### config.mk
export PLATFORM = sky130hd
export DESIGN_NAME = rgb565_stream_packer_flat
export DESIGN_NICKNAME = d
export VERILOG_FILES = /design/src/rtl/rgb565_pkg.sv /design/src/rtl/rgb565_stream_packer_if.sv /design/src/rtl/pixel4_to_rgb565.sv /design/src/rtl/rgb565_stream_packer.sv /design/src/flat_wrapper.sv
export SDC_FILE = /design/constraint.sdc
export NUM_CORES = 1
export LEC_CHECK = 0
export CAP_MARGIN = 20
export CORE_AREA = 2 2 126 152
export CTS_CLUSTER_SIZE = 10
export DETAILED_ROUTE_END_ITERATION = 12
export DIE_AREA = 0 0 128 154
export PLACE_DENSITY_LB_ADDON = 0.3
export RECOVER_POWER = 25
export REMOVE_ABC_BUFFERS = 1
export SKIP_LAST_GASP = 1
export SYNTH_ARGS = -nofsm -noshare
export SYNTH_HDL_FRONTEND = slang
export SYNTH_SLANG_ARGS = --single-unit
### constraint.sdc
create_clock -name clk -period 3 [get_ports clk]
set_clock_uncertainty 0.15 [all_clocks]
set_input_delay 0.3 -clock clk [delete_from_list [all_inputs] [get_ports clk]]
set_output_delay 0.3 -clock clk [all_outputs]
set_load 0.05 [all_outputs]
### src/rtl/rgb565_pkg.sv
// -----------------------------------------------------------------------------
// rgb565_pkg
//   Shared constants, state encoding and saturation helpers for the
//   rgb565_stream_packer block.
//   Optional build macro: RGB565_ROUND_EN (used by pixel4_to_rgb565).
//   No ports (package).
// -----------------------------------------------------------------------------
package rgb565_pkg;

   // Beat geometry
   localparam int PIX_PER_BEAT_IN = 4;
   localparam int BEAT_IN_W       = 128;
   localparam int HALF_W          = 64;
   localparam int PIX_IN_W        = 32;
   localparam int PIX_OUT_W       = 16;
   localparam int KEEP_W          = BEAT_IN_W / 8;

   // Byte enables for a full output beat and for a flushed half beat
   localparam logic [KEEP_W-1:0] KEEP_FULL = 16'hFFFF;
   localparam logic [KEEP_W-1:0] KEEP_HALF = 16'h00FF;

   // Channel slices inside one 0BGR888 pixel word; bits [31:24] are ignored
   localparam int CH_W  = 8;
   localparam int B_LSB = 0;
   localparam int G_LSB = 8;
   localparam int R_LSB = 16;
   localparam int X_LSB = 24;

   // Packer state: whether a converted half beat is waiting for its partner
   typedef enum logic {
      ST_EMPTY = 1'b0,
      ST_HALF  = 1'b1
   } pack_state_e;

   // Clamp a rounded 6-bit quotient to a 5-bit channel
   function automatic logic [4:0] sat5(input logic [5:0] v);
      return v[5] ? 5'h1F : v[4:0];
   endfunction

   // Clamp a rounded 7-bit quotient to a 6-bit channel
   function automatic logic [5:0] sat6(input logic [6:0] v);
      return v[6] ? 6'h3F : v[5:0];
   endfunction

endpackage

### src/rtl/rgb565_stream_packer_if.sv
// -----------------------------------------------------------------------------
// rgb565_stream_packer_if
//   Bundles both AXI4-Stream legs seen by the packer.
//   Input leg  (s_axis_*): 128-bit beats of four 0BGR888 pixels, with tlast.
//   Output leg (m_axis_*): 128-bit beats of eight RGB565 pixels, tkeep, tlast.
//   Modports:
//     master - the packer: consumes s_axis_*, produces m_axis_* and s_axis_tready
//     slave  - the surrounding environment (upstream FIFO + downstream DMA)
// -----------------------------------------------------------------------------
interface rgb565_stream_packer_if;

   logic [rgb565_pkg::BEAT_IN_W-1:0] s_axis_tdata;
   logic                             s_axis_tvalid;
   logic                             s_axis_tready;
   logic                             s_axis_tlast;

   logic [rgb565_pkg::BEAT_IN_W-1:0] m_axis_tdata;
   logic [rgb565_pkg::KEEP_W-1:0]    m_axis_tkeep;
   logic                             m_axis_tvalid;
   logic                             m_axis_tready;
   logic                             m_axis_tlast;

   modport master (
      input  s_axis_tdata,
      input  s_axis_tvalid,
      input  s_axis_tlast,
      output s_axis_tready,
      output m_axis_tdata,
      output m_axis_tkeep,
      output m_axis_tvalid,
      output m_axis_tlast,
      input  m_axis_tready
   );

   modport slave (
      output s_axis_tdata,
      output s_axis_tvalid,
      output s_axis_tlast,
      input  s_axis_tready,
      input  m_axis_tdata,
      input  m_axis_tkeep,
      input  m_axis_tvalid,
      input  m_axis_tlast,
      output m_axis_tready
   );

endinterface

### src/rtl/pixel4_to_rgb565.sv
// -----------------------------------------------------------------------------
// pixel4_to_rgb565
//   Purely combinational conversion of four 0BGR888 pixels to RGB565.
//   Pixel i of i_data[32i+31:32i] lands in o_data[16i+15:16i].
//   Build option RGB565_ROUND_EN: round-to-nearest with saturation per channel
//   instead of plain truncation.
//   Ports:
//     i_data  in  128  four 0BGR888 pixels (B in [7:0], G [15:8], R [23:16])
//     o_data  out 64   four RGB565 pixels
// -----------------------------------------------------------------------------
module pixel4_to_rgb565
   import rgb565_pkg::*;
(
   input  logic [BEAT_IN_W-1:0] i_data,
   output logic [HALF_W-1:0]    o_data
);

   for (genvar i = 0; i < PIX_PER_BEAT_IN; i++) begin : g_pix
      logic [CH_W-1:0] w_r;
      logic [CH_W-1:0] w_g;
      logic [CH_W-1:0] w_b;
      logic            w_unused;

      assign w_r = i_data[PIX_IN_W*i + R_LSB +: CH_W];
      assign w_g = i_data[PIX_IN_W*i + G_LSB +: CH_W];
      assign w_b = i_data[PIX_IN_W*i + B_LSB +: CH_W];

`ifdef RGB565_ROUND_EN
      // 9-bit sums so 255+4 does not wrap; the carry drives saturation
      logic [8:0] w_r9;
      logic [8:0] w_g9;
      logic [8:0] w_b9;

      assign w_r9 = {1'b0, w_r} + 9'd4;
      assign w_g9 = {1'b0, w_g} + 9'd2;
      assign w_b9 = {1'b0, w_b} + 9'd4;

      assign o_data[PIX_OUT_W*i +: PIX_OUT_W] =
         {sat5(w_r9[8:3]), sat6(w_g9[8:2]), sat5(w_b9[8:3])};

      assign w_unused = ^{i_data[PIX_IN_W*i + X_LSB +: CH_W],
                          w_r9[2:0], w_g9[1:0], w_b9[2:0]};
`else
      assign o_data[PIX_OUT_W*i +: PIX_OUT_W] = {w_r[7:3], w_g[7:2], w_b[7:3]};

      assign w_unused = ^{i_data[PIX_IN_W*i + X_LSB +: CH_W],
                          w_r[2:0], w_g[1:0], w_b[2:0]};
`endif
   end

endmodule

### src/rtl/rgb565_stream_packer.sv
// -----------------------------------------------------------------------------
// rgb565_stream_packer
//   Converts 0BGR888 stream beats to RGB565 and packs two converted input
//   beats into one 128-bit output beat. A frame ending on an odd input beat is
//   flushed as a half beat (tkeep=00FF). Counts emitted frames and odd flushes.
//   Build option RGB565_ROUND_EN (rounded conversion) lives in pixel4_to_rgb565;
//   handshake and latency are the same in both builds.
//   Parameters:
//     CNT_W            width of the wrapping status counters
//   Ports:
//     clk              system clock
//     reset            synchronous, active-high reset
//     axis             stream bundle (master modport): s_axis_* in, m_axis_* out
//     frame_count      out CNT_W  tlast beats transferred on m_axis (wraps)
//     odd_flush_count  out CNT_W  frames that ended on a half beat (wraps)
// -----------------------------------------------------------------------------
module rgb565_stream_packer
   import rgb565_pkg::*;
#(
   parameter int CNT_W = 16
) (
   input  logic                  clk,
   input  logic                  reset,
   rgb565_stream_packer_if.master axis,
   output logic [CNT_W-1:0]      frame_count,
   output logic [CNT_W-1:0]      odd_flush_count
);

   logic [HALF_W-1:0]    w_conv;
   logic                 w_s_ready;
   logic                 w_accept;
   logic                 w_pop;

   pack_state_e          r_state;
   logic [HALF_W-1:0]    r_lo;
   logic [BEAT_IN_W-1:0] r_tdata;
   logic [KEEP_W-1:0]    r_tkeep;
   logic                 r_tvalid;
   logic                 r_tlast;
   logic [CNT_W-1:0]     r_frame_cnt;
   logic [CNT_W-1:0]     r_odd_cnt;

   pixel4_to_rgb565 u_conv (
      .i_data (axis.s_axis_tdata),
      .o_data (w_conv)
   );

   // Input may be taken whenever the output register is free or is leaving
   // this cycle. Every accepted beat either parks in r_lo or loads the output
   // register, so an unpopped output beat can never be overwritten.
   assign w_s_ready = !r_tvalid || axis.m_axis_tready;
   assign w_accept  = axis.s_axis_tvalid && w_s_ready;
   assign w_pop     = r_tvalid && axis.m_axis_tready;

   assign axis.s_axis_tready = w_s_ready;
   assign axis.m_axis_tdata  = r_tdata;
   assign axis.m_axis_tkeep  = r_tkeep;
   assign axis.m_axis_tvalid = r_tvalid;
   assign axis.m_axis_tlast  = r_tlast;
   assign frame_count        = r_frame_cnt;
   assign odd_flush_count    = r_odd_cnt;

   always_ff @(posedge clk) begin
      if (reset) begin
         r_state     <= ST_EMPTY;
         r_lo        <= '0;
         r_tdata     <= '0;
         r_tkeep     <= '0;
         r_tvalid    <= 1'b0;
         r_tlast     <= 1'b0;
         r_frame_cnt <= '0;
         r_odd_cnt   <= '0;
      end else begin
         // Pop first; a load below in the same cycle overrides the clear,
         // which is what keeps back-to-back output beats bubble-free.
         if (w_pop) begin
            r_tvalid <= 1'b0;
            if (r_tlast) r_frame_cnt <= r_frame_cnt + CNT_W'(1);
         end

         if (w_accept) begin
            case (r_state)
               ST_EMPTY: begin
                  if (axis.s_axis_tlast) begin
                     // Frame ends on a lone half: flush it without a partner
                     r_tdata   <= {{HALF_W{1'b0}}, w_conv};
                     r_tkeep   <= KEEP_HALF;
                     r_tlast   <= 1'b1;
                     r_tvalid  <= 1'b1;
                     r_odd_cnt <= r_odd_cnt + CNT_W'(1);
                  end else begin
                     r_lo    <= w_conv;
                     r_state <= ST_HALF;
                  end
               end
               ST_HALF: begin
                  // Earlier half in the low 64 bits keeps pixel order
                  r_tdata  <= {w_conv, r_lo};
                  r_tkeep  <= KEEP_FULL;
                  r_tlast  <= axis.s_axis_tlast;
                  r_tvalid <= 1'b1;
                  r_state  <= ST_EMPTY;
               end
               default: r_state <= ST_EMPTY;
            endcase
         end
      end
   end

endmodule

### src/flat_wrapper.sv
// flat-port wrapper written by rule: the top's interface ports become plain ports
module rgb565_stream_packer_flat import rgb565_pkg::*;
#(
   parameter int CNT_W = 16
)
  (clk, reset, frame_count, odd_flush_count, axis_s_axis_tdata, axis_s_axis_tvalid, axis_s_axis_tlast, axis_s_axis_tready, axis_m_axis_tdata, axis_m_axis_tkeep, axis_m_axis_tvalid, axis_m_axis_tlast, axis_m_axis_tready);
  rgb565_stream_packer_if axis_i ();
  input  logic clk;
  input  logic reset;
  output logic [CNT_W-1:0] frame_count;
  output logic [CNT_W-1:0] odd_flush_count;
  input wire logic [$bits(axis_i.s_axis_tdata)-1:0] axis_s_axis_tdata;
  input wire logic [$bits(axis_i.s_axis_tvalid)-1:0] axis_s_axis_tvalid;
  input wire logic [$bits(axis_i.s_axis_tlast)-1:0] axis_s_axis_tlast;
  output wire logic [$bits(axis_i.s_axis_tready)-1:0] axis_s_axis_tready;
  output wire logic [$bits(axis_i.m_axis_tdata)-1:0] axis_m_axis_tdata;
  output wire logic [$bits(axis_i.m_axis_tkeep)-1:0] axis_m_axis_tkeep;
  output wire logic [$bits(axis_i.m_axis_tvalid)-1:0] axis_m_axis_tvalid;
  output wire logic [$bits(axis_i.m_axis_tlast)-1:0] axis_m_axis_tlast;
  input wire logic [$bits(axis_i.m_axis_tready)-1:0] axis_m_axis_tready;
  assign axis_i.s_axis_tdata = axis_s_axis_tdata;
  assign axis_i.s_axis_tvalid = axis_s_axis_tvalid;
  assign axis_i.s_axis_tlast = axis_s_axis_tlast;
  assign axis_s_axis_tready = axis_i.s_axis_tready;
  assign axis_m_axis_tdata = axis_i.m_axis_tdata;
  assign axis_m_axis_tkeep = axis_i.m_axis_tkeep;
  assign axis_m_axis_tvalid = axis_i.m_axis_tvalid;
  assign axis_m_axis_tlast = axis_i.m_axis_tlast;
  assign axis_i.m_axis_tready = axis_m_axis_tready;
  rgb565_stream_packer #(.CNT_W(CNT_W)) u_core (.clk(clk), .reset(reset), .axis(axis_i), .frame_count(frame_count), .odd_flush_count(odd_flush_count));
endmodule
[Yosys cells after proc, flatten, opt, wreduce, memory -nomap -nowiden]
Cells that the tools add are included.
Storage, ports and cells
  output and inout bits: 179
  register bits: 243
Cells by class
  reduce and logical (&&, ||, !) cells: 8
  add/sub/neg operators: 2
  equality and inequality tests: 1
  bitwise operators: 2
  mux-type cells: 12
Operators by type and width (count)
  one-hot mux 128 bit (2 select lines): 1
  two-way mux 128 bit: 1
  adder 16 x 1 -> 16 bit, second input constant: 2
  one-hot mux 16 bit (2 select lines): 1
  two-way mux 16 bit: 1
  one-hot mux 1 bit (2 select lines): 3
  AND reduction 3 bit: 2
  two-way mux 1 bit: 5
  AND reduction 2 bit: 2
  logical AND 1 bit: 2
  inequality test 2 bit, second input constant: 1
  NOT 1 bit: 2
  zero test 1 bit: 1
  logical OR 1 bit: 1

[Longest topological paths before layout]
Gate-level depths: netlist (run 1).
  depth in word-level cells: 5
  depth in mapped cells: 7
  depth with buffers taken out: 5

[Hierarchy]
A second synthesis (run 1) with hierarchy kept.
Second synthesis, totals
  cell total of the unflattened synthesis: 980
  area total of the unflattened synthesis: 9110.0 µm²
By module, submodules not included
  rgb565_stream_packer: sequential area each 4584.4 µm², cells each 916, area each 8629.5 µm², instances 1
  pixel4_to_rgb565: sequential area each 0.0 µm², cells each 64, area each 480.5 µm², instances 1

[Least setup slack after synthesis (run 1)]
No wires, ideal clock.
  path type: reg2reg
  from: register u_core.r_frame_cnt[0], in the netlist u_core.frame_count[0]
  to: register u_core.r_frame_cnt[14], in the netlist u_core.frame_count[14]
  clock period less this slack: 2272 ps
  required time: 2780 ps
  stages on the path, launching flop included: 7
  path buffers: 1
  setup slack: 728 ps
  setup time: 70 ps
  arrival time: 2051 ps
  cell sequence: dfxtp_1 -> ha_1 -> nand4_2 -> or2_1 -> buf_2 -> or4_1 -> a21oi_1
Between the ends
  cells in the longest elaborated chain, start to end: 1
RTL lines
  from (decl): RTL line rgb565_stream_packer.sv:40  | logic [CNT_W-1:0] r_frame_cnt;
  from (signal assigned): RTL line rgb565_stream_packer.sv:78  | if (r_tlast) r_frame_cnt <= r_frame_cnt + CNT_W'(1);
  adder 16 x 1 -> 16 bit: RTL line rgb565_stream_packer.sv:78
Every way passes these cells.
A chain may end at the register's enable or synchronous reset.

[Final worst setup path (run 1)]
  from: register u_core.r_tvalid, in the netlist u_core.axis.m_axis_tvalid
  to: output axis_s_axis_tready
Between the ends
  cells in the longest elaborated chain, start to end: 2
RTL lines
  from (decl): RTL line rgb565_stream_packer.sv:38  | logic r_tvalid;
  from (signal assigned): RTL line rgb565_stream_packer.sv:69  | r_tvalid <= 1'b0;
  from (signal assigned): RTL line rgb565_stream_packer.sv:77  | r_tvalid <= 1'b0;
  from (signal assigned): RTL line rgb565_stream_packer.sv:89  | r_tvalid <= 1'b1;
  zero test 1 bit: RTL line rgb565_stream_packer.sv:51  | assign w_s_ready = !r_tvalid || axis.m_axis_tready;
  logical OR 1 bit: RTL line rgb565_stream_packer.sv:51
  to (decl): RTL line flat_wrapper.sv:15  | output wire logic [$bits(axis_i.s_axis_tready)-1:0] axis_s_axis_tready;
Every way passes these cells.

==> results.txt, run 1 <==
----------------------------------------------------
[Run status]
  Run status ... finished, final reports clean

[Final layout]
  Commonest cells after routing, fill and taps aside ... sky130_fd_sc_hd__clkdlybuf4s50_1 (246), sky130_fd_sc_hd__dfxtp_1 (228), sky130_fd_sc_hd__nand2_1 (137), sky130_fd_sc_hd__nor2_1 (87), sky130_fd_sc_hd__a21oi_1 (81)
  Synth-to-Final Area Change ... 37.2%
  Share of final-layout standard cells stronger than drive strength 1 ... 0.0422
  Commonest non-fill, non-tap cell in the layout ... sky130_fd_sc_hd__clkdlybuf4s50_1
  NumNets Final ... 1249
  Ant. Diodes ... 0
  Finished layout cell area ... 11800 um^2

[Critical path]
  Critical path arrival ... 2200 ps
  Kind of critical path ... register to output port
  Critical R2R Launch ... u_core.axis.m_axis_tvalid
  Startpoint type of the worst setup path ... register
  Required time worst endpoint ... 2550 ps
  Endpoint kind of the worst setup timing path ... output port
  Critical path peak fanout ... 7
  Number of cells traversed by the worst register-to-register path ... 5
  End of the worst register-to-register path ... u_core.axis.m_axis_tdata[23]
  Register-to-Register Setup Slack ... 380 ps

[Place]
  Placed wire-length estimate ... 13500 um
  Placer's final routability congestion estimate ... 0.797
  Post-placement cell area ... 11100 um^2
  Buffers added on ports ... 247

[Clocking]
  Clock root buffer ... sky130_fd_sc_hd__clkbuf_16
  Number of sinks on the clock net ... 229
  Clock edge transition at the registers on the reported setup and hold paths ... 60 ps
  Post-cts repair resize count ... 0
  TritonCTS clock tree ... built
  Clock latency at the later pin of the worst-skew pair ... 510 ps
  Maximum level of the CTS H-tree ... 1
  Worst-case clock buffer depth ... 3
  Num CTS Buffers ... 26
  CTS Hold Bufs ... 0
  Buffers inserted by post-CTS timing repair ... 0

[Synthesis]
  Synth Register Bits ... 229
  Syn. warnings ... 0
  Sequential share of the synthesized area ... 0.533
  Avg Cell Area, Syn ... 9.48 um^2
  Share of the synthesized area in the top cell type ... 0.533
  Cell taking the most area after synthesis ... sky130_fd_sc_hd__dfxtp_1
  Cell count after synthesis ... 908
  Number of library cell types mapped by synthesis ... 37
  Top post-synthesis cells by area ... sky130_fd_sc_hd__dfxtp_1 (53%), sky130_fd_sc_hd__mux2i_1 (7.7%), sky130_fd_sc_hd__a22o_1 (6.5%), sky130_fd_sc_hd__nand2_1 (6.0%), sky130_fd_sc_hd__a211oi_1 (5.6%)
  Area of the mapped netlist ... 8610 um^2

[STA]
  Slew HR ... 0.0551
  Minimum period implied by the final worst setup slack ... 2650 ps
  Max frequency ... 377 MHz
  Share of the clock period used by the worst path after layout ... 0.884
  Count of final hold-check violations ... 0
  Count of endpoints failing setup in the final report ... 0
  Tightest Pin Transition ... 1420 ps
  Final slew viol count ... 0
  RSZ-0062 raised after global routing ... no
  Worst Hold Slack ... 72.1 ps

[Worst hold path]
  Hold path depth ... 3
  Hold Startpoint ... reset
  Hold-critical path endpoint ... u_core.axis.m_axis_tdata[86]
  Class of the worst hold path ... input port to register

[Global route]
  Wire length of the first global-routing pass ... 34400 um
  Pin count of the biggest net entering global routing ... 132
  GRT Util Overall ... 0.211
  Remaining Overflow, GRT ... 0
  Vias in the first global route ... 6840
  Antenna violations before repair ... 0

[Flow run]
  Max Cap Violations ... 0

[Drt]
  Detailed-route DRC error count ... 0
  Number of iterations in the first detailed-routing pass ... 4
  Post-route antenna net violation count ... 0
  Vias after detailed routing ... 7264
  Drt first-iter violations ... 233
  Via density per instance ... 5.42
  Detailed Route WL ... 21500 um
  Routed length per instance ... 16.0 um

[Die]
  Placeable core region ... 18100 um^2
  Number of rows created at floorplan ... 54
  Top Ports ... 312
  Chip Height ... 154 um
  Die area ... 19700 um^2
  Starting density of the core ... 0.475
  Die extent in x ... 128 um

[Pwr]
  Post-layout power ... 0.00720 W
  Static leakage power ... 4.22 nW
  Pwr/cell area ... 610 nW/um^2
  Largest vdd supply drop ... 0.457 mV

----------------------------------------------------
-- per-layer routing --
layer  track usage  wire length [um]  up-vias
met5             0                 0        -
met4        0.0549               330        0
li1              -                 -     3589
met1         0.260              9080     3431
met3        0.0501              1460       27
met2         0.367             10600      217
-- per-stage QoR --
stage	setup TNS, ps	util	instances	setup WS, ps
floorplan	-820010	-	823	-7200
global placement	0	0.615	1309	195
detailed placement	0	0.615	1309	110
CTS	0	0.653	1338	334
global route	0	0.652	1339	174
finish	0	0.652	1339	348
-- cells in the mapped netlist (all sizes together) --
cell / instances
dfxtp: 229
nand2: 137
nor2: 89
a21oi: 81
mux2i: 66
a211oi: 64
a22o: 64
buf: 59
clkbuf: 26
nand3: 11
nand4: 11
o21ai: 11
or3: 11
xor2: 10
and3: 5
xnor2: 5
inv: 4
and4: 3
nor3: 3
o31ai: 3
or4: 3
and2: 2
ha: 2
nor2b: 2
nor3b: 2
and3b: 1
and4b: 1
mux2: 1
nand4b: 1
or2: 1
-- sequential cells by signal, summed over array words and instances (netlist names) --
| register | count |
|---|---|
| u_core.r_lo | 64 |
| u_core.r_state | 1 |
| u_core.axis.m_axis_tlast | 1 |
| u_core.axis.m_axis_tvalid | 1 |
| u_core.frame_count | 16 |
| u_core.axis.m_axis_tdata | 128 |
| u_core.axis.m_axis_tkeep | 2 |
| u_core.odd_flush_count | 16 |
-- critical path: stages, from the launching register on --
cell and delay (ps):
sky130_fd_sc_hd__dfxtp_1 360, sky130_fd_sc_hd__nor2b_1 350, sky130_fd_sc_hd__inv_1 230, sky130_fd_sc_hd__clkdlybuf4s50_1 750
-- cell families after synthesis --
group	synth area share
AO/OA/AOI/OAI	0.177
adder cells (fa/ha/maj)	0.00291
multiplexers	0.0781
AND/OR/NAND/NOR	0.143
buffers and inverters	0.0512
XOR/XNOR	0.0153
flip-flops	0.533
-- worst max-delay path by stage --
stage / end / from / slack [ps] / cells past startpoint
2_1_floorplan: u_core.axis.m_axis_tdata[100] / u_core.r_state / -7200 / 4
3_3_place_gp: u_core.axis.m_axis_tdata[77] / axis_m_axis_tready / 190 / 6
3_5_place_dp: u_core.axis.m_axis_tdata[112] / axis_m_axis_tready / 110 / 6
4_1_cts: axis_s_axis_tready / u_core.axis.m_axis_tvalid / 330 / 3
5_1_grt: u_core.axis.m_axis_tdata[23] / u_core.axis.m_axis_tvalid / 170 / 5
6_report: axis_s_axis_tready / u_core.axis.m_axis_tvalid / 350 / 3
-- layout make-up --
type | count | area, um^2
sequential | 229 | 4590
fill | 1471 | 6300
multi-input combinational | 590 | 3590
tap | 224 | 280
clock buffer | 29 | 683
inverter | 4 | 15.0
timing repair buffer | 263 | 2650
-- power breakdown --
part	total [W]	switching, W	leakage (nW)	internal, W
Sequential	0.00327	0.0000796	1.87	0.00319
Clock	0.00267	0.00109	0.335	0.00157
Combinational	0.00126	0.000808	2.02	0.000452
Total	0.00720	0.00198	4.22	0.00522
Power figures use the tool's default switching activity.
==> run 2, diff against run 1 <==
--- a/config.mk
+++ b/config.mk
@@ -5,7 +5,6 @@
 export SDC_FILE = /design/constraint.sdc
 export NUM_CORES = 1
 export LEC_CHECK = 0
-export CAP_MARGIN = 20
 export CORE_AREA = 2 2 126 152
 export CTS_CLUSTER_SIZE = 10
 export DETAILED_ROUTE_END_ITERATION = 12
@@ -14,6 +13,7 @@
 export RECOVER_POWER = 25
 export REMOVE_ABC_BUFFERS = 1
 export SKIP_LAST_GASP = 1
+export SLEW_MARGIN = 20
 export SYNTH_ARGS = -nofsm -noshare
 export SYNTH_HDL_FRONTEND = slang
 export SYNTH_SLANG_ARGS = --single-unit
==> run 2 against run 1 <==
Effect of this change: sequential share of layout area is essentially flat; clock power about the same; first-iteration DRC count increased by 0.43%; global-route usage unchanged; sequential power is essentially flat; fmax is essentially flat; critical path type unchanged.
==> results.txt, run 2 (synthesized netlist as in run 1, its figures left out) <==
----------------------------------------------------
[Global route]
  Pin count of the biggest net entering global routing ... 132 (unchanged)
  Most Used Layer, Global Route ... met2
  Remaining Overflow, GRT ... 0 (unchanged)
  GRT met1 Usage ... 0.260 (unchanged)
  Wire length of the first global-routing pass ... 34400 um (unchanged)
  Met3 Resource Use GR ... 0.0501 (unchanged)
  Vias in the first global route ... 6840 (unchanged)
  Routing usage on met2 ... 0.367 (unchanged)
  GRT Util Overall ... 0.211 (unchanged)
  Antenna violations before repair ... 0 (unchanged)

[Clocking]
  Buffers inserted by post-CTS timing repair ... 0 (unchanged)
  Clock root buffer ... sky130_fd_sc_hd__clkbuf_16
  CTS Hold Bufs ... 0 (unchanged)
  Number of sinks on the clock net ... 229 (unchanged)
  Clock latency at the later pin of the worst-skew pair ... 510 ps (about the same)
  Clock edge transition at the registers on the reported setup and hold paths ... 50 ps (about the same)
  Maximum level of the CTS H-tree ... 1 (unchanged)
  TritonCTS clock tree ... built
  Worst-case clock buffer depth ... 3 (unchanged)
  Num CTS Buffers ... 26 (unchanged)
  Post-cts repair resize count ... 0 (unchanged)

[Drt]
  Via density per instance ... 5.45 (+0.39%)
  Detailed Route WL ... 21600 um (+0.39%)
  Vias after detailed routing ... 7292 (+0.39%)
  Routed length per instance ... 16.1 um (+0.39%)
  Number of iterations in the first detailed-routing pass ... 4 (unchanged)
  Drt first-iter violations ... 234 (+0.43%)
  Post-route antenna net violation count ... 0 (unchanged)
  Detailed-route DRC error count ... 0 (unchanged)

[Critical path]
  Critical path arrival ... 2200 ps (about the same)
  Endpoint kind of the worst setup timing path ... output port
  Delay of the slowest critical-path stage ... 750 ps (about the same)
  List of cells traversed by the critical path ... nor2b_1 > inv_1 > clkdlybuf4s50_1
  Critical path's slowest cell ... sky130_fd_sc_hd__clkdlybuf4s50_1
  Kind of critical path ... register to output port
  Startpoint type of the worst setup path ... register
  Critical path peak fanout ... 7 (unchanged)
  Required time worst endpoint ... 2550 ps (about the same)

[Pwr]
  Pwr/cell area ... 610 nW/um^2 (about the same)
  Largest vdd supply drop ... 0.458 mV (+0.27%)
  Static leakage power ... 4.23 nW (about the same)

[STA]
  Final slew viol count ... 0 (unchanged)
  RSZ-0062 raised after global routing ... no
  Max frequency ... 377 MHz (about the same)
  Worst Hold Slack ... 146 ps (+73.9 ps)
  Count of final hold-check violations ... 0 (unchanged)
  Minimum period implied by the final worst setup slack ... 2650 ps (-0.197 ps)
  Final worst-path setup slack ... 348 ps (+0.197 ps)
  Count of endpoints failing setup in the final report ... 0 (unchanged)
  Slew HR ... 0.0557 (+0.000611)
  Share of the clock period used by the worst path after layout ... 0.884 (about the same)
  Tightest Pin Transition ... 1420 ps (-0.917 ps)

[Place]
  Number of cells after detailed placement ... 1309 (unchanged)
  Placer's final routability congestion estimate ... 0.797 (unchanged)
  Buffers added on ports ... 247 (unchanged)
  Placed wire-length estimate ... 13500 um (unchanged)
  Worst slack, placed ... 110 ps (unchanged)

[Die]
  Starting density of the core ... 0.475 (unchanged)
  Die area ... 19700 um^2 (unchanged)
  Number of rows created at floorplan ... 54 (unchanged)
  Chip Height ... 154 um (unchanged)
  Die extent in x ... 128 um (unchanged)
  Placeable core region ... 18100 um^2 (unchanged)
  Top Ports ... 312 (unchanged)

[Final layout]
  Post-layout instance count excluding filler cells ... 1339 (unchanged)
  Commonest cells after routing, fill and taps aside ... sky130_fd_sc_hd__clkdlybuf4s50_1 (246), sky130_fd_sc_hd__dfxtp_1 (228), sky130_fd_sc_hd__nand2_1 (137), sky130_fd_sc_hd__nor2_1 (87), sky130_fd_sc_hd__a21oi_1 (81)
  Number of flip-flops in the largest register ... 128 (unchanged)
  Ant. Diodes ... 0 (unchanged)
  Filler instances ... 1467 (-0.27%)
  Commonest non-fill, non-tap cell in the layout ... sky130_fd_sc_hd__clkdlybuf4s50_1
  NumNets Final ... 1249 (unchanged)
  Post-route core utilization ... 0.653 (+0.000691)
  Synth-to-Final Area Change ... 37.3%
  Share of final-layout standard cells stronger than drive strength 1 ... 0.0422 (unchanged)

[Flow run]
  Max Cap Violations ... 0 (unchanged)

[Run status]
  Run status ... finished, final reports clean

[Worst hold path]
  Class of the worst hold path ... input port to register

----------------------------------------------------
==> run 2: cell counts in the layout (fill, tap and decap cells not counted) <==
No cell type changed its count.
==> run 2: layout make-up <==
class | instances | area [um^2] | area share
timing repair buffer | 263 | 2660 | 0.225
inverter | 4 | 15.0 | 0.00127
multi-input combinational | 590 | 3590 | 0.304
tap | 224 | 280 | 0.0237
clock buffer | 29 | 683 | 0.0578
sequential | 229 | 4590 | 0.388
==> run 2: final timing paths <==
path | endpoint | startpoint | cells after the start | slack (ps)
max reg2reg | u_core.axis.m_axis_tdata[23] | u_core.axis.m_axis_tvalid | 5 | 380
max | axis_s_axis_tready | u_core.axis.m_axis_tvalid | 3 | 350
min reg2reg | u_core.r_lo[30] | u_core.r_lo[30] | 2 | 300
min | u_core.axis.m_axis_tdata[89] | reset | 3 | 150
==> run 2: power by group <==
group / total [W] / switching, W / internal [W]
Combinational: 0.00126 / 0.000809 / 0.000454
Clock: 0.00267 / 0.00109 / 0.00157
Sequential: 0.00327 / 0.0000798 / 0.00319
Total: 0.00720 / 0.00198 / 0.00522
==> run 2: metal layers <==
layer / up-vias / routed length, um
li1: 3588 / -
met1: 3438 / 9030
met2: 229 / 10600
met3: 37 / 1510
met4: 0 / 388
met5: - / 0
==> run 2: critical path: cells and delay by family, from the launching register on <==
family | cells | cell delay (ps)
buffers and inverters | 2 | 980
flip-flops | 1 | 360
AND/OR/NAND/NOR | 1 | 350
==> run 2: metrics by stage <==
step	instance area, um^2	power (W)	setup TNS [ps]
floorplan	8180	0.00410	-820010
global placement	11100	0.00458	0
detailed placement	11100	0.00460	0
CTS	11800	0.00728	0
global route	11800	0.00747	0
finish	11800	0.00720	0
==> run 3, diff against run 2 <==
--- a/config.mk
+++ b/config.mk
@@ -9,6 +9,8 @@
 export CTS_CLUSTER_SIZE = 10
 export DETAILED_ROUTE_END_ITERATION = 12
 export DIE_AREA = 0 0 128 154
+export HOLD_SLACK_MARGIN = 0.06
+export MAX_ROUTING_LAYER = met4
 export PLACE_DENSITY_LB_ADDON = 0.3
 export RECOVER_POWER = 25
 export REMOVE_ABC_BUFFERS = 1
==> run 3 against run 2 <==
Effect of this change: flip-flop and latch count unchanged; sequential share of layout area stayed put; critical path depth unchanged; die area did not move; final area unchanged; routed wire length shrank 0.38%; first-iteration DRC count shrank 1.3%; largest cell class unchanged; largest power group unchanged; register-to-register slack barely moved; utilization did not move; via count increased by 0.37%; critical endpoint unchanged.
==> results.txt, run 3 (synthesized netlist as in run 1, its figures left out) <==
----------------------------------------------------
[Run status]
  Run status ... finished, final reports clean

[Worst hold path]
  Hold Startpoint ... reset
  Class of the worst hold path ... input port to register
  Hold path depth ... 3 (unchanged)
  Hold-critical path endpoint ... u_core.axis.m_axis_tdata[89]

[Critical path]
  Critical path's slowest cell ... sky130_fd_sc_hd__clkdlybuf4s50_1
  Startpoint type of the worst setup path ... register
  End of the worst register-to-register path ... u_core.axis.m_axis_tdata[17]
  Register-to-Register Setup Slack ... 390 ps (about the same)
  Endpoint kind of the worst setup timing path ... output port
  Critical path peak fanout ... 7 (unchanged)
  Kind of critical path ... register to output port
  Critical path arrival ... 2200 ps (about the same)
  List of cells traversed by the critical path ... nor2b_1 > inv_1 > clkdlybuf4s50_1
  Required time worst endpoint ... 2550 ps (about the same)
  Delay of the slowest critical-path stage ... 750 ps (about the same)
  Number of cells traversed by the worst register-to-register path ... 5 (unchanged)
  Critical R2R Launch ... u_core.axis.m_axis_tvalid

[Drt]
  Number of iterations in the first detailed-routing pass ... 4 (unchanged)
  Detailed-route DRC error count ... 0 (unchanged)
  Routed length per instance ... 16.0 um (-0.38%)
  Post-route antenna net violation count ... 0 (unchanged)
  Vias after detailed routing ... 7319 (+0.37%)
  Via density per instance ... 5.47 (+0.37%)
  Drt first-iter violations ... 231 (-1.3%)
  Detailed Route WL ... 21500 um (-0.38%)

[Final layout]
  Area of the multi-input gates ... 3590 um^2 (unchanged)
  Post-route core utilization ... 0.653 (unchanged)
  Filler instances ... 1467 (unchanged)
  Footprint of the flip-flops and latches ... 4590 um^2 (unchanged)
  Ant. Diodes ... 0 (unchanged)
  Commonest non-fill, non-tap cell in the layout ... sky130_fd_sc_hd__clkdlybuf4s50_1
  Share of final-layout standard cells stronger than drive strength 1 ... 0.0422 (unchanged)
  NumNets Final ... 1249 (unchanged)
  Number of flip-flops in the largest register ... 128 (unchanged)
  Commonest cells after routing, fill and taps aside ... sky130_fd_sc_hd__clkdlybuf4s50_1 (246), sky130_fd_sc_hd__dfxtp_1 (228), sky130_fd_sc_hd__nand2_1 (137), sky130_fd_sc_hd__nor2_1 (87), sky130_fd_sc_hd__a21oi_1 (81)
  Synth-to-Final Area Change ... 37.3% (unchanged)

[STA]
  Share of the clock period used by the worst path after layout ... 0.884 (about the same)
  Final slew viol count ... 0 (unchanged)
  Minimum period implied by the final worst setup slack ... 2650 ps (-0.374 ps)
  Slew HR ... 0.0594 (+0.00364)
  Count of final hold-check violations ... 0 (unchanged)
  Count of endpoints failing setup in the final report ... 0 (unchanged)
  Final worst-path setup slack ... 348 ps (+0.374 ps)
  Tightest Pin Transition ... 1410 ps (-5.46 ps)
  RSZ-0062 raised after global routing ... no
  Max frequency ... 377 MHz (about the same)
  Setup TNS after final layout ... 0 ps (unchanged)

[Die]
  Die extent in x ... 128 um (unchanged)
  Number of rows created at floorplan ... 54 (unchanged)
  Die area ... 19700 um^2 (unchanged)
  Top Ports ... 312 (unchanged)
  Placeable core region ... 18100 um^2 (unchanged)
  Starting density of the core ... 0.475 (unchanged)
  Chip Height ... 154 um (unchanged)

[Clocking]
  Clock root buffer ... sky130_fd_sc_hd__clkbuf_16
  Clock latency at the later pin of the worst-skew pair ... 510 ps (about the same)
  Clock edge transition at the registers on the reported setup and hold paths ... 50 ps (about the same)
  Number of sinks on the clock net ... 229 (unchanged)
  Post-cts repair resize count ... 0 (unchanged)
  Buffers inserted by post-CTS timing repair ... 0 (unchanged)
  Num CTS Buffers ... 26 (unchanged)
  CTS Hold Bufs ... 0 (unchanged)
  Worst-case clock buffer depth ... 3 (unchanged)
  TritonCTS clock tree ... built
  Maximum level of the CTS H-tree ... 1 (unchanged)

[Global route]
  Remaining Overflow, GRT ... 0 (unchanged)
  Antenna violations before repair ... 0 (unchanged)
  Wire length of the first global-routing pass ... 34400 um (-0.10%)
  Pin count of the biggest net entering global routing ... 132 (unchanged)
  GRT Util Overall ... 0.217 (+0.00599)
  Vias in the first global route ... 6851 (+0.16%)

[Place]
  Placer's final routability congestion estimate ... 0.808 (+1.4%)
  Placed wire-length estimate ... 13500 um (unchanged)
  Buffers added on ports ... 247 (unchanged)
  Worst slack, placed ... 110 ps (unchanged)

[Pwr]
  Post-layout power ... 0.00720 W (about the same)
  Static leakage power ... 4.23 nW (unchanged)
  Pwr/cell area ... 610 nW/um^2 (about the same)
  Largest vdd supply drop ... 0.457 mV (-0.19%)

[Flow run]
  Max Cap Violations ... 0 (unchanged)

----------------------------------------------------
[run 3: cell counts in the layout (fill, tap and decap cells not counted)]
No cell type changed its count.
[run 3: worst max-delay path by stage]
stage	from	to	slack, ps
global route	u_core.axis.m_axis_tvalid	u_core.axis.m_axis_tdata[23]	170
detailed placement	axis_m_axis_tready	u_core.axis.m_axis_tdata[112]	110
global placement	axis_m_axis_tready	u_core.axis.m_axis_tdata[77]	190
floorplan	u_core.r_state	u_core.axis.m_axis_tdata[100]	-7200
CTS	u_core.axis.m_axis_tvalid	axis_s_axis_tready	330
finish	u_core.axis.m_axis_tvalid	axis_s_axis_tready	350
[run 3: worst max-delay path: cells and delay by family, from the launching register on]
kind | cells | cell delay [ps]
and+or+nand+nor | 1 | 350
DFF | 1 | 360
buffers and inverters | 2 | 980
[run 3: stage by stage]
step | instance area [um^2] | instances | hold slack [ps]
CTS | 11800 | 1338 | 119
detailed placement | 11100 | 1309 | 296
global placement | 11100 | 1309 | 291
floorplan | 8180 | 823 | 219
finish | 11800 | 1339 | 146
global route | 11800 | 1339 | 136
[run 3: routing by layer]
| metal | part of all wire | global-route usage |
|---|---|---|
| met1 | 0.43 | 0.264 |
| met2 | 0.49 | 0.367 |
| met3 | 0.063 | 0.0438 |
| met4 | 0.017 | 0.0549 |
| met5 | 0 | - |
[run 3: report_power, final]
part           total [W]  internal (W)  leakage (nW)  switching [W]
clock network    0.00267       0.00157         0.335        0.00109
registers        0.00327       0.00319          1.87      0.0000799
logic            0.00126      0.000454          2.02       0.000808
[run 3: layout make-up]
cell class                      count  share of cell area
Multi-Input combinational cell    590               0.304
Clock buffer                       29              0.0578
Tap cell                          224              0.0237
Timing Repair Buffer              263               0.225
Inverter                            4             0.00127
Sequential cell                   229               0.388
